===== src/rtl/fu_div_iter.sv =====
// Iterative restoring divider FU: signed/unsigned quotient or remainder, one bit per cycle.
// Optional FU_DIV_EARLY_OUT_EN resolves divide-by-zero and signed MIN/-1 without iterating.
module fu_div_iter #(
  parameter int WIDTH = 32,
  parameter int ID_W  = 4
) (
  input  logic             clk,
  input  logic             rst_n,
  input  logic             EN,
  input  logic [ID_W-1:0]  FU_ID,
  input  logic [1:0]       op,
  input  logic [WIDTH-1:0] A,
  input  logic [WIDTH-1:0] B,
  output logic [WIDTH-1:0] res,
  output logic [ID_W-1:0]  finish,
  output logic             busy
);

  localparam int CW = $clog2(WIDTH + 1);

  typedef enum logic [1:0] {IDLE, CALC, DONE} state_t;

  state_t            state_q;
  logic [CW-1:0]     cnt_q;
  logic [WIDTH-1:0]  r_q, q_q, b_q, res_q;
  logic [ID_W-1:0]   tag_q, finish_q;
  logic              rem_sel_q, qneg_q, rneg_q, div0_q, busy_q;

  logic              a_neg, b_neg, is_div0;
  logic [WIDTH-1:0]  a_abs, b_abs;
  logic [WIDTH:0]    shifted, diff;
  logic [WIDTH-1:0]  r_d, q_d, quot_fix, rem_fix;

  assign a_neg   = op[0] & A[WIDTH-1];
  assign b_neg   = op[0] & B[WIDTH-1];
  assign a_abs   = a_neg ? -A : A;
  assign b_abs   = b_neg ? -B : B;
  assign is_div0 = (B == '0);

  // One restoring step: bring in the next dividend bit, keep the trial difference if non-negative.
  assign shifted  = {r_q, q_q[WIDTH-1]};
  assign diff     = shifted - {1'b0, b_q};
  assign r_d      = diff[WIDTH] ? shifted[WIDTH-1:0] : diff[WIDTH-1:0];
  assign q_d      = {q_q[WIDTH-2:0], ~diff[WIDTH]};
  assign quot_fix = div0_q ? '1 : (qneg_q ? -q_d : q_d);
  assign rem_fix  = rneg_q ? -r_d : r_d;

`ifdef FU_DIV_EARLY_OUT_EN
  logic             is_ovf, is_special, eo_pend_q;
  logic [WIDTH-1:0] eo_res;

  assign is_ovf     = op[0] & (A == {1'b1, {(WIDTH-1){1'b0}}}) & (B == '1);
  assign is_special = is_div0 | is_ovf;
  // div0 gives all-ones / A; MIN/-1 gives MIN (== A) / 0
  assign eo_res     = is_div0 ? (op[1] ? A : '1) : (op[1] ? '0 : A);
`endif

  always_ff @(posedge clk or negedge rst_n) begin
    if (!rst_n) begin
      state_q   <= IDLE;
      cnt_q     <= '0;
      r_q       <= '0;
      q_q       <= '0;
      b_q       <= '0;
      res_q     <= '0;
      tag_q     <= '0;
      finish_q  <= '0;
      rem_sel_q <= 1'b0;
      qneg_q    <= 1'b0;
      rneg_q    <= 1'b0;
      div0_q    <= 1'b0;
      busy_q    <= 1'b0;
`ifdef FU_DIV_EARLY_OUT_EN
      eo_pend_q <= 1'b0;
`endif
    end else begin
      finish_q <= '0;
`ifdef FU_DIV_EARLY_OUT_EN
      eo_pend_q <= 1'b0;
      // early-out result parked in q_q is published one cycle after accept
      if (eo_pend_q) begin
        res_q    <= q_q;
        finish_q <= tag_q;
      end
`endif
      case (state_q)
        IDLE, DONE: begin
          if (EN) begin
            tag_q     <= FU_ID;
            rem_sel_q <= op[1];
            qneg_q    <= op[0] & (A[WIDTH-1] ^ B[WIDTH-1]);
            rneg_q    <= a_neg;
            div0_q    <= is_div0;
            r_q       <= '0;
            q_q       <= a_abs;
            b_q       <= b_abs;
            cnt_q     <= CW'(WIDTH);
`ifdef FU_DIV_EARLY_OUT_EN
            if (is_special) begin
              q_q       <= eo_res;
              cnt_q     <= '0;
              eo_pend_q <= 1'b1;
              state_q   <= DONE;
            end else begin
              state_q <= CALC;
              busy_q  <= 1'b1;
            end
`else
            state_q <= CALC;
            busy_q  <= 1'b1;
`endif
          end else begin
            state_q <= IDLE;
          end
        end
        CALC: begin
          r_q   <= r_d;
          q_q   <= q_d;
          cnt_q <= cnt_q - CW'(1);
          if (cnt_q == CW'(1)) begin
            res_q    <= rem_sel_q ? rem_fix : quot_fix;
            finish_q <= tag_q;
            busy_q   <= 1'b0;
            state_q  <= DONE;
          end
        end
        default: state_q <= IDLE;
      endcase
    end
  end

  assign res    = res_q;
  assign finish = finish_q;
  assign busy   = busy_q;

endmodule


===== config.mk =====
export PLATFORM = sky130hd
export DESIGN_NAME = fu_div_iter
export DESIGN_NICKNAME = d
export VERILOG_FILES = /design/src/rtl/fu_div_iter.sv
export SDC_FILE = /design/constraint.sdc
export NUM_CORES = 1
export LEC_CHECK = 0
export BUFFER_PORTS_ARGS = -buffer_cell sky130_fd_sc_hd__buf_4
export CORE_ASPECT_RATIO = 0.5
export CORE_UTILIZATION = 50
export CTS_BUF_LIST = sky130_fd_sc_hd__clkbuf_2
export CTS_CLUSTER_DIAMETER = 100
export DETAILED_ROUTE_END_ITERATION = 10
export PLACE_DENSITY = 0.72
export SLEW_MARGIN = 30
export SYNTH_ARGS = -nofsm -noshare
export SYNTH_HDL_FRONTEND = slang
export SYNTH_SLANG_ARGS = --single-unit

===== constraint.sdc =====
create_clock -name clk -period 5.5 [get_ports clk]
set_input_delay 0.55 -clock clk [delete_from_list [all_inputs] [get_ports clk]]
set_output_delay 0.55 -clock clk [all_outputs]
set_load 0.02 [all_outputs]

==> Yosys cells after proc, flatten, opt, wreduce, memory -nomap -nowiden <==
Index checks and enable logic that the tools add are counted.
{ "classes": {"addsub": 6, "bitwise_logic": 5, "eq_ne": 5, "reduce_logical": 8, "mux": 21} }
{ "ops": {"columns": ["op", "count"], "rows": [
  ["32-bit 2-to-1 mux", 9],
  ["32-bit negator", 4],
  ["32-bit one-hot mux with 2 select lines", 2],
  ["33-bit by 32-bit subtractor with 33-bit output", 1],
  ["32-bit logical NOT", 1],
  ["6-bit one-hot mux with 2 select lines", 1],
  ["4-bit 2-to-1 mux", 2],
  ["6-bit by 1-bit == test with 1-bit output (second input constant)", 1],
  ["6-bit 2-to-1 mux", 1],
  ["2-bit AND reduction", 3],
  ["6-bit by 1-bit subtractor with 6-bit output (second input constant)", 1],
  ["2-bit inequality test (second input constant)", 2],
  ["2-bit one-hot mux with 2 select lines", 1],
  ["1-bit bitwise AND", 3],
  ["1-bit 2-to-1 mux", 3],
  ["3-bit AND reduction", 1],
  ["2-bit by 1-bit == test with 1-bit output (second input constant)", 1],
  ["2-bit == test (second input constant)", 1],
  ["2-bit logical NOT", 1],
  ["2-bit 2-to-1 mux", 1],
  ["1-bit one-hot mux with 2 select lines", 1],
  ["2-bit nonzero test", 1],
  ["2-bit OR reduction", 1],
  ["1-bit NOT", 1],
  ["1-bit bitwise XOR", 1]
]} }
{ "totals": {"inputBits": 73, "output_inout_bits": 37, "register_bits": 149, "wordCells": 58} }

==> Logic depth before layout (Yosys ltp) <==
{ "depth": {"word_depth": 6, "mapped_depth": 25, "ltp_nobuf": 23} }

==> Worst setup path before layout <==
OpenSTA, ideal clock, no wires.
{ "synth_path": {"path_kind": "register to register", "start": "register q_q[31]", "end": "register res_q[28] (netlist: res[28])", "arrival_ps": 5546, "slack_ps": -172, "path_stages_with_launch": 26, "cell_sequence": "dfrtp_1 > inv_1 > ha_1 > inv_1 > fa_1 > a211o_1 > a221o_1 > o2111ai_2 > a21boi_2 > nor3_1 > nor2_1 > inv_1 > buf_1 > clkbuf_1 > nor2_1 > a21oi_1 > ha_1 > inv_1 > or3_1 > nor3_1 > nor4_1 > or3_1 > buf_2 > o41ai_2 > xor2_1 > a221o_1"} }
{ "synth_via": {"elab_chain_len": 6, "word_cells_on_any_way": 9, "classes_between": "add/sub (3); mux (5); bitwise (1)"} }
{ "synth_rtl": {"columns": ["item", "line_no", "text"], "rows": [
  ["start: declaration", "25", "logic [WIDTH-1:0] r_q, q_q, b_q, res_q;"],
  ["start signal: assignment", "95", "q_q <= a_abs;"],
  ["start signal: assignment", "118", "q_q <= q_d;"],
  ["33-bit by 32-bit subtractor with 33-bit output", "42", "assign diff = shifted - {1'b0, b_q};"],
  ["1-bit NOT", "44", "assign q_d = {q_q[WIDTH-2:0], ~diff[WIDTH]};"],
  ["32-bit negator", "45", "assign quot_fix = div0_q ? '1 : (qneg_q ? -q_d : q_d);"],
  ["32-bit 2-to-1 mux (2 in series)", "45", null],
  ["32-bit 2-to-1 mux (*)", "121", "res_q <= rem_sel_q ? rem_fix : quot_fix;"],
  ["end signal: assignment", "121", null],
  ["end: declaration", "25", null]
]} }
Mark *: on every way between the ends. The rest lies on a longest branch, timed or not.
A chain may end at the register's enable or synchronous reset.

==> Final worst setup path <==
Same ends and word-level chain as after synthesis.

==> metrics.txt <==
status complete, no violations; Slew Limit Fails 0; register area share after synthesis 0.322; via count 11788; post-layout min period 5360 ps; largest area contributor in the netlist dfrtp_1; DRT antenna net count 0; number of flops mapped to enable cells by yosys 0; crit path max-delay cell type dfrtp_1; final core occ 0.612; pin count of the biggest net entering global routing ~100; global-route wire length before repair around 60000 um; Distinct cells, synth 72; clock sink count 149; final WL 38400 um; Hold Path Depth 3; Worst Hold Endpoint q_q[19]; Synth top area share 0.322; full die area 23800 sq um; Synth Area in Adders 0.0428; setup slack, reg-to-reg about 140 ps; Hold Crit Class in -> reg; Starting Density 0.522; Hold Vio Cnt, Final 0; relative slew slack 0.312; Final WS setup 137 ps; FFs w/ async S/R, synth 1.00; Worst EP required ~6300 ps; Remaining DRCs 0; initial antenna violation count 1; final setup fails 0; Synth-to-Final Area Change 17.2%; WP buf/inv 5; Syn Std Cell Area 11600 sq um; Clock Path Buffers 2; Detailed Place HPWL 27900 um; Net Count, Synth roughly 1500; Core Rows 38; IO Port Bufs approximately 110; post-synthesis compound-gate area fraction 0.274; final hold slack 50.8 ps; hold wc startpoint A[19]; vias per cell 6.27; Synth Area in Simple Gates 0.188; Non-Filler Instances approximately 1900; # IOs 110; Crit Path Class reg -> reg; share of cells above drive strength 1 0.134; placed insts between 1500 and 2000; TritonCTS clock tree done; Mapped Cells 1431; vias in the first global route 10965; worst reg2reg path depth 23; clk_lat worst skew 840 ps; Avg WL per Cell 20.4 um; worst-path cell chain inv_1 > ha_1 > inv_1 > fa_2 > a211o_1 > a221o_1 > buf_4 > o2111ai_4 > a21boi_4 > nor3_4 > nor2_4 > inv_4 > nor2_1 > a21oi_2 > ha_4 > inv_1 > or3_1 > nor3_2 > nor4_2 > or3_4 > o41ai_4 > xor2_1 > a221o_1; Clock transition at path regs 260 ps; CP endpoint kind flop; DIE HEIGHT 110 um; GRT Util Overall 0.327; max cap viols 0; DP Worst Slack -79.8 ps; CTS H-tree depth 4; period utilization 0.975; Slew @ Worst Pin 1020 ps; Worst setup SP type flop; CORE AREA about 22000 sq um; Worst Skew 63.4 ps; XOR/XNOR Fraction of Synth Area 0.0999; GRT Residual Overflow 0; CP max stage delay 470 ps; largest family of logic cells by synthesized area compound AO/OA/AOI/OAI gates; crit-path max FO 5; Worst R2R End res[28]; initial drt markers between 1000 and 1500; mux cell area share after synthesis 0.0264; die width 217 um; Root Driver clkbuf_2; Final #Nets 1678; Fill cells ~2000; number of synthesized register bits 149; CTS Buf Count 17; Worst path top cell family by delay compound AO/OA/AOI/OAI gates; CP arrival 6130 ps; yosys warns 0; cell mode on critical path inv_1; FF-to-FF Start q_q[31]; mean post-synth cell area 8.08 sq um; highest clock rate 0.186 GHz; main area contributors after synthesis dfrtp_1 32%, o21ai_0 7.5%, xnor2_1 5.8%; Synth Flop Type dfrtp_1; Placer Congestion roughly 0.98; Detailed Routing Iterations Pass 1 5
==> metal layers <==
layer	up-vias	global-route usage	share of wire
li1	5531	-	-
met2	532	0.493	0.43
met5	-	0	0
met4	0	0.120	0.026
met3	58	0.0520	0.085
met1	5667	0.472	0.46
==> worst min-delay path: cells and delay by family <==
family                 cells  cell delay [ps]
AO/OA/AOI/OAI              1              130
XOR/XNOR                   1               70
buffers and inverters      1              110
==> per-stage QoR <==
stage,area [sq um],TNS [ps]
2_1_floorplan,11600,0
3_3_place_gp,12700,0
3_5_place_dp,12700,-79.8
4_1_cts,13400,0
5_1_grt,13600,-69.6
6_report,13600,0
==> logic make-up after synthesis <==
kind of cell	Yosys count
adders and majority gates	39
and+or+nand+nor	453
buffers and inverters	136
muxes	30
AOI/OAI and AO/OA	492
DFF	149
xor gates and xnor gates	132
==> how the worst max path moves through the flow <==
| stage | start | end | depth (start not counted) |
|---|---|---|---|
| final | q_q[31] | res[28] | 23 |
| after global routing | q_q[31] | res[28] | 23 |
| after CTS | q_q[31] | res[28] | 23 |
| after detailed placement | q_q[31] | res[28] | 21 |
| after global placement | q_q[31] | res[28] | 21 |
| after floorplan | q_q[31] | res[28] | 24 |
==> cells in the final DEF, fill, tap and decap left out, types with 7 or more instances in the layout <==
master,synthesis,routed
nor2b_1,8,7
a211oi_1,16,16
o21ai_0,173,173
dlygate4sd3_1,0,54
and3_1,16,16
inv_1,54,53
a31oi_1,20,20
or3_1,20,19
buf_4,1,142
nor4_1,22,21
nand3_1,21,21
a21o_1,24,24
clkbuf_2,0,18
o211ai_1,9,9
nand2b_1,8,7
ha_1,38,37
nand4_1,8,8
xnor2_1,76,76
or2_2,8,8
o41ai_1,18,18
o22ai_1,7,7
nand2_1,170,170
nor3_1,41,39
o311ai_0,7,7
a221oi_1,12,12
and2_1,16,16
xor2_1,56,56
nor2_1,85,83
or4_1,16,16
a22oi_1,32,32
dfrtp_1,149,148
mux2i_1,26,25
a21oi_1,86,85
o31ai_1,21,21
==> registers in the layout (all words and copies together), names as in the netlist <==
signal / cells
q_q: 32
busy: 1
rneg_q: 1
r_q: 32
cnt_q: 6
b_q: 32
tag_q: 4
state_q: 2
res: 32
div0_q: 1
rem_sel_q: 1
finish: 4
qneg_q: 1
==> cells in the mapped netlist, drive strengths merged, types with 21 or more instances <==
| library cell | count |
|---|---|
| o21ai | 179 |
| nand2 | 170 |
| dfrtp | 149 |
| a21oi | 86 |
| nor2 | 85 |
| xnor2 | 76 |
| clkbuf | 63 |
| xor2 | 56 |
| inv | 54 |
| nor3 | 41 |
| ha | 38 |
| a22oi | 32 |
| mux2i | 26 |
| a21o | 24 |
| nor4 | 22 |
| nand3 | 21 |
| o31ai | 21 |
==> final cells by class <==
class / instances / area, sq um / area share
sequential: 149 / 3730 / 0.275
multi-input combinational: 1146 / 7420 / 0.548
timing repair buffer: 197 / 1620 / 0.120
inverter: 55 / 209 / 0.0154
clock inverter: 13 / 100 / 0.00739
tap: 300 / 375 / 0.0277
clock buffer: 18 / 90.1 / 0.00665
antenna: 1 / 2.50 / 0.000185
==> what timing repair did <==
| item | 4_1_cts | 5_1_grt |
|---|---|---|
| gates resized for setup | 1 | 16 |
| hold buffers | 54 | 0 |
| setup endpoints to repair | 1 | 10 |
| pin swaps | 0 | 6 |
| setup buffers | 0 | 8 |
| endpoints found under the hold margin | 152 | 0 |
Power is not shown: default switching activity piles up to over one toggle a cycle in this logic, so the estimate is an artifact.
